--- config.mk ---
export PLATFORM = sky130hd
export DESIGN_NAME = uart_frame_dispatcher
export DESIGN_NICKNAME = d
export VERILOG_FILES = /design/src/rtl/uart_frame_pkg.sv /design/src/rtl/uart_frame_timeout.sv /design/src/rtl/uart_frame_dispatcher.sv
export SDC_FILE = /design/constraint.sdc
export NUM_CORES = 1
export LEC_CHECK = 0
export CORE_MARGIN = 1
export CORE_UTILIZATION = 50
export DETAILED_ROUTE_END_ITERATION = 6
export HOLD_SLACK_MARGIN = 0.05
export PLACE_DENSITY = 0.73
export SYNTH_ARGS = -nofsm -noshare
export SYNTH_HDL_FRONTEND = slang
export SYNTH_SLANG_ARGS = --single-unit
--- constraint.sdc ---
create_clock -name clock -period 4.8 [get_ports clock]
set_clock_uncertainty 0.1 [all_clocks]
set_input_delay 0.96 -clock clock [delete_from_list [all_inputs] [get_ports clock]]
set_output_delay 0.96 -clock clock [all_outputs]
set_load 0.03 [all_outputs]
--- src/rtl/uart_frame_pkg.sv ---
// Shared types and sizing helpers for the UART frame dispatcher.
package uart_frame_pkg;

  localparam int unsigned FRAME_LENGTH_BITS  = 8;
  localparam int unsigned FRAME_DEST_BITS    = 8;
  localparam int unsigned UART_BITS_PER_BYTE = 11;

  typedef enum logic [1:0] {
    ST_IDLE,
    ST_LENGTH,
    ST_PAYLOAD,
    ST_DROP
  } frame_state_e;

  // Inter-byte silence budget in clock cycles; 64-bit math so 100 MHz clocks do not overflow.
  function automatic int unsigned timeout_cycles(input int unsigned bytes,
                                                 input int unsigned clk_hz,
                                                 input int unsigned baud);
    longint unsigned num;
    num = 64'(bytes) * 64'(UART_BITS_PER_BYTE) * 64'(clk_hz);
    return 32'(num / 64'(baud));
  endfunction

endpackage

--- src/rtl/uart_frame_timeout.sv ---
// Inter-byte silence counter: clears on accept, freezes on hold, flags the cycle it reaches its limit.
module uart_frame_timeout #(
  parameter int unsigned TIMEOUT_CYCLES = 44
) (
  input  logic clock,
  input  logic reset,
  input  logic clear_i,
  input  logic hold_i,
  input  logic enable_i,
  output logic expired_c_o
);

  localparam int unsigned CNT_BITS = $clog2(TIMEOUT_CYCLES + 1);
  localparam logic [CNT_BITS-1:0] FIRE_AT = CNT_BITS'(TIMEOUT_CYCLES - 2);

  logic [CNT_BITS-1:0] count_q, count_d;

  always_comb begin
    count_d = count_q;
    if (clear_i || !enable_i) begin
      count_d = '0;
    end else if (!hold_i) begin
      count_d = count_q + CNT_BITS'(1);
    end
  end

  always_ff @(posedge clock) begin
    if (reset) begin
      count_q <= '0;
    end else begin
      count_q <= count_d;
    end
  end

  // High in the cycle whose edge moves the count onto TIMEOUT_CYCLES-1.
  assign expired_c_o = enable_i && !clear_i && !hold_i && (count_q == FIRE_AT);

endmodule

--- src/rtl/uart_frame_dispatcher.sv ---
// Splits the UART byte stream into dest/length/payload frames and routes payload to one of NUM_PORTS lanes.
module uart_frame_dispatcher
  import uart_frame_pkg::*;
#(
  parameter int unsigned NUM_PORTS       = 4,
  parameter int unsigned BAUD_RATE       = 9600,
  parameter int unsigned CLOCK_FREQUENCY = 100000000,
  parameter int unsigned TIMEOUT_BYTES   = 4
) (
  input  logic                 clock,
  input  logic                 reset,
  input  logic [7:0]           in_data,
  input  logic                 in_valid,
  output logic                 in_ready,
  output logic [7:0]           out_data,
  output logic [NUM_PORTS-1:0] out_valid,
  input  logic [NUM_PORTS-1:0] out_ready,
  output logic                 out_last,
  output logic                 dest_error,
  output logic                 timeout_error
);

  localparam int unsigned TIMEOUT_CYCLES =
    timeout_cycles(TIMEOUT_BYTES, CLOCK_FREQUENCY, BAUD_RATE);

  frame_state_e                 state_q, state_d;
  logic [FRAME_DEST_BITS-1:0]   dest_q, dest_d;
  logic [FRAME_LENGTH_BITS-1:0] remaining_q, remaining_d;
  logic                         dest_error_q, dest_error_d;
  logic                         timeout_error_q, timeout_error_d;

  logic [NUM_PORTS-1:0] sel_mask;
  logic                 sel_ready;
  logic                 in_payload;
  logic                 accept;
  logic                 dest_bad;
  logic                 stall_hold;
  logic                 expired;

  always_comb begin
    sel_mask = '0;
    for (int unsigned p = 0; p < NUM_PORTS; p++) begin
      sel_mask[p] = (32'(dest_q) == p);
    end
  end

  assign sel_ready  = |(out_ready & sel_mask);
  assign in_payload = (state_q == ST_PAYLOAD);
  assign dest_bad   = (32'(dest_q) >= NUM_PORTS);

  // Zero-latency pass-through in PAYLOAD; handshakes are masked while reset is held.
  assign in_ready   = !reset && (in_payload ? sel_ready : 1'b1);
  assign out_valid  = (!reset && in_payload && in_valid) ? sel_mask : '0;
  assign out_last   = !reset && in_payload && (remaining_q == FRAME_LENGTH_BITS'(1));
  assign out_data   = in_data;
  assign accept     = in_valid && in_ready;

  // A downstream stall is not line silence, so it must not age the timeout.
  assign stall_hold = in_payload && in_valid && !sel_ready;

  uart_frame_timeout #(
    .TIMEOUT_CYCLES(TIMEOUT_CYCLES)
  ) u_timeout (
    .clock      (clock),
    .reset      (reset),
    .clear_i    (accept),
    .hold_i     (stall_hold),
    .enable_i   (state_q != ST_IDLE),
    .expired_c_o(expired)
  );

  always_comb begin
    state_d         = state_q;
    dest_d          = dest_q;
    remaining_d     = remaining_q;
    dest_error_d    = 1'b0;
    timeout_error_d = 1'b0;
    unique case (state_q)
      ST_IDLE: begin
        if (accept) begin
          dest_d  = in_data;
          state_d = ST_LENGTH;
        end
      end
      ST_LENGTH: begin
        if (accept) begin
          remaining_d = in_data;
          if (in_data == 8'h00) begin
            state_d      = ST_IDLE;
            dest_error_d = dest_bad;
          end else if (!dest_bad) begin
            state_d = ST_PAYLOAD;
          end else begin
            state_d      = ST_DROP;
            dest_error_d = 1'b1;
          end
        end else if (expired) begin
          state_d         = ST_IDLE;
          timeout_error_d = 1'b1;
        end
      end
      ST_PAYLOAD, ST_DROP: begin
        if (accept) begin
          remaining_d = remaining_q - FRAME_LENGTH_BITS'(1);
          if (remaining_q == FRAME_LENGTH_BITS'(1)) begin
            state_d = ST_IDLE;
          end
        end else if (expired) begin
          state_d         = ST_IDLE;
          timeout_error_d = 1'b1;
        end
      end
      default: state_d = ST_IDLE;
    endcase
  end

  always_ff @(posedge clock) begin
    if (reset) begin
      state_q         <= ST_IDLE;
      dest_q          <= '0;
      remaining_q     <= '0;
      dest_error_q    <= 1'b0;
      timeout_error_q <= 1'b0;
    end else begin
      state_q         <= state_d;
      dest_q          <= dest_d;
      remaining_q     <= remaining_d;
      dest_error_q    <= dest_error_d;
      timeout_error_q <= timeout_error_d;
    end
  end

  assign dest_error    = dest_error_q;
  assign timeout_error = timeout_error_q;

endmodule
==> impl_metrics.json <==
{
  "place_inst": 337,
  "die_area_um2": 4570,
  "critPathMaxFanout": 6,
  "netlist_area_um2": 2150,
  "relSlewSlack": 0.468,
  "status": "finished clean",
  "arrival_ns": 3.17,
  "drt_iter0_markers": 166,
  "grt_usage": 0.232,
  "postSynthAreaPerCell_um2": 7.88,
  "synth.most_common_cell": "nand2_1",
  "finalPower_mw": 0.685,
  "cts_made_buffers": 5,
  "clk_latency_ns": 0.29,
  "avgRoutedWirePerCell_um": 14.0,
  "crit_top_cell": "clkdlybuf4s50_1",
  "worst_slack_ns": 0.569,
  "viasPerCell": 5.74,
  "drive_above_1_share": 0.0881,
  "cp_cell_sequence": "clkdlybuf4s50_1, inv_1, nand2_1, or3_1, or2_2, nor2_1, clkdlybuf4s50_1",
  "max-vdd-ir-drop_v": 0.000219,
  "fp.dieW_um": 67.6,
  "multi_input_area_um2": 1230,
  "finalHoldViolations": 0,
  "grt-ovfl-total": 0,
  "grt_pass1_wl_um": 8000,
  "end_kind": "output port",
  "p_int_mw": 0.488,
  "switching_share": 0.287,
  "core_um2": 4060,
  "worst_slew_pin_slew_ns": 0.791,
  "cts_setup_buffers": 0,
  "leakagePower_nw": 0.809,
  "maxSlewViolCount": 0,
  "finalWirelength_um": 4840,
  "synth-main-ff-cell": "dfxtp_1",
  "final.setup.tns_ns": 0,
  "dr.pass1.iters": 4,
  "htree_levels": 2,
  "max_stage_delay_ns": 0.67,
  "drc": 0,
  "slowest_stage": "clkdlybuf4s50_1",
  "ctsResizeCount": 0,
  "required_ns": 3.74,
  "n_fill_cell": 364,
  "dr_total_vias": 1980,
  "cts_root_buf": "clkbuf_8",
  "cts_tree": "yes",
  "synth_nets": 291,
  "start_util": 0.530,
  "fin_crit_ns": 4.23,
  "cap_viol_max_count": 0,
  "utilization": 0.621,
  "fmax_mhz": 236,
  "yosysWarnings": 0,
  "cts.sinks": 39,
  "hpwl_um": 3500,
  "die_h_um": 67.6,
  "seq_area_um2": 781,
  "io_pins": 31,
  "min_period_over_period": 0.882,
  "clock_power_share": 0.313,
  "yosys.area.top_type": "dfxtp_1",
  "area.growth.synth_to_final_pct": 17.2,
  "crit_path_start": "reset",
  "rows": 23,
  "layout.nets": 312,
  "timing.rr.start": "dest_q[3]$_SDFFE_PP0P_",
  "powerDensity_nw_per_um2": 272,
  "n_antenna_cell": 0,
  "crit_type": "in2out",
  "io_buffers": 30,
  "p_comb_frac": 0.180,
  "seq_area_frac_synth": 0.363,
  "antenna_found_initial": 0,
  "routabilityCongestion": 0.819,
  "min-delay-start": "dest_q[2]$_SDFFE_PP0P_",
  "finalNonFillerCells": 345,
  "syn_inst": 273,
  "hp-class": "reg2reg",
  "yosysUniqueCellTypes": 51,
  "crit_path_start_kind": "primary input",
  "final-setup-viol-count": 0,
  "yosysTopAreaCellShare": 0.363,
  "preCtsSetupSlack_ns": 0.584,
  "hold_buffers": 0,
  "p_sw_mw": 0.197,
  "ys_top_cells_by_count": "nand2_1 (41), dfxtp_1 (39), nor2_1 (27)",
  "cts.path.max_buffers": 2,
  "grt_pass1_vias": 1828,
  "ys_ff_latch": 39,
  "ys_async_sr_fraction": 0,
  "grt_setup_unrepaired": "false",
  "drtAntennaViolNets": 0,
  "grt_max_degree": 25,
  "power.share.sequential": 0.506,
  "cts.clk_slew.worst_paths_ns": 0.07,
  "synth_edf_count": 0,
  "ys_top_cells_by_area": "dfxtp_1 (36%), nand2_1 (7.2%), xor2_1 (5.3%)"
}
==> worst max-delay path: cells and delay by family <==
family / cells / cell delay (ns)
AND/OR/NAND/NOR: 4 / 0.93
buffers and inverters: 3 / 1.28
==> through the flow <==
| stage | cell area [um2] | hold WS [ns] |
|---|---|---|
| final | 2520 | 0.364 |
| after global routing | 2520 | 0.397 |
| after CTS | 2520 | 0.366 |
| after detailed placement | 2440 | 0.357 |
| after global placement | 2440 | 0.349 |
| after floorplan | 2150 | 0.336 |
==> worst paths after layout <==
kind	cells past startpoint	endpoint	slack, ns
worst min-delay path	2	dest_q[2]$_SDFFE_PP0P_	0.36
worst max register to register	5	u_timeout.count_q[18]$_SDFFE_PP0N_	2.66
worst min register to register	2	dest_q[2]$_SDFFE_PP0P_	0.36
worst max-delay path	7	out_valid[3]	0.57
==> kinds of logic (layout without fill, tap and decap cells) <==
| kind of cell | Yosys count | after routing | synth area share |
|---|---|---|---|
| mux | 3 | 3 | 0.0204 |
| compound gates | 45 | 45 | 0.137 |
| buf+inv | 29 | 51 | 0.0657 |
| simple gates | 139 | 139 | 0.336 |
| xor+xnor | 15 | 15 | 0.0611 |
| flops | 39 | 39 | 0.363 |
| fa+ha+maj | 3 | 3 | 0.0175 |
==> registers in the layout, indices dropped and copies added (netlist names) <==
name and count:
dest_error 1, dest_q 8, u_timeout.count_q 19, state_q 2, remaining_q 8, timeout_error 1
==> layout make-up <==
type,count,area share
multi-input combinational,205,0.487
sequential,39,0.310
timing repair buffer,34,0.131
clock buffer,6,0.0288
tap,50,0.0248
inverter,9,0.0134
clock inverter,2,0.00496
==> layer usage <==
| layer | global-route usage | wire length [um] | up-vias |
|---|---|---|---|
| li1 | - | - | 1003 |
| met1 | 0.286 | 2240 | 917 |
| met2 | 0.387 | 2310 | 51 |
| met3 | 0.0456 | 177 | 9 |
| met4 | 0.0984 | 109 | 0 |
| met5 | 0 | 0 | - |
==> power by group through the flow <==
stage | combinational (mW) | clock (mW) | sequential (mW)
after floorplan | 0.0872 | 0 | 0.351
after global routing | 0.135 | 0.238 | 0.350
after CTS | 0.123 | 0.222 | 0.347
after detailed placement | 0.123 | 0 | 0.354
after global placement | 0.122 | 0 | 0.354
final | 0.123 | 0.215 | 0.347
==> layout by cell type, fill, tap and decap left out, types with 5 or more instances in the layout <==
cell and instances:
nand2_1 41, nand3_1 10, nand4_1 10, xor2_1 13
dfxtp_1 39, o21ai_0 6, nor2_1 27, clkdlybuf4s50_1 30
a21oi_1 21, clkbuf_8 5, nor4_1 8, inv_1 9
nor3_1 15, or3_1 6
(Power assumes the default switching activity.)
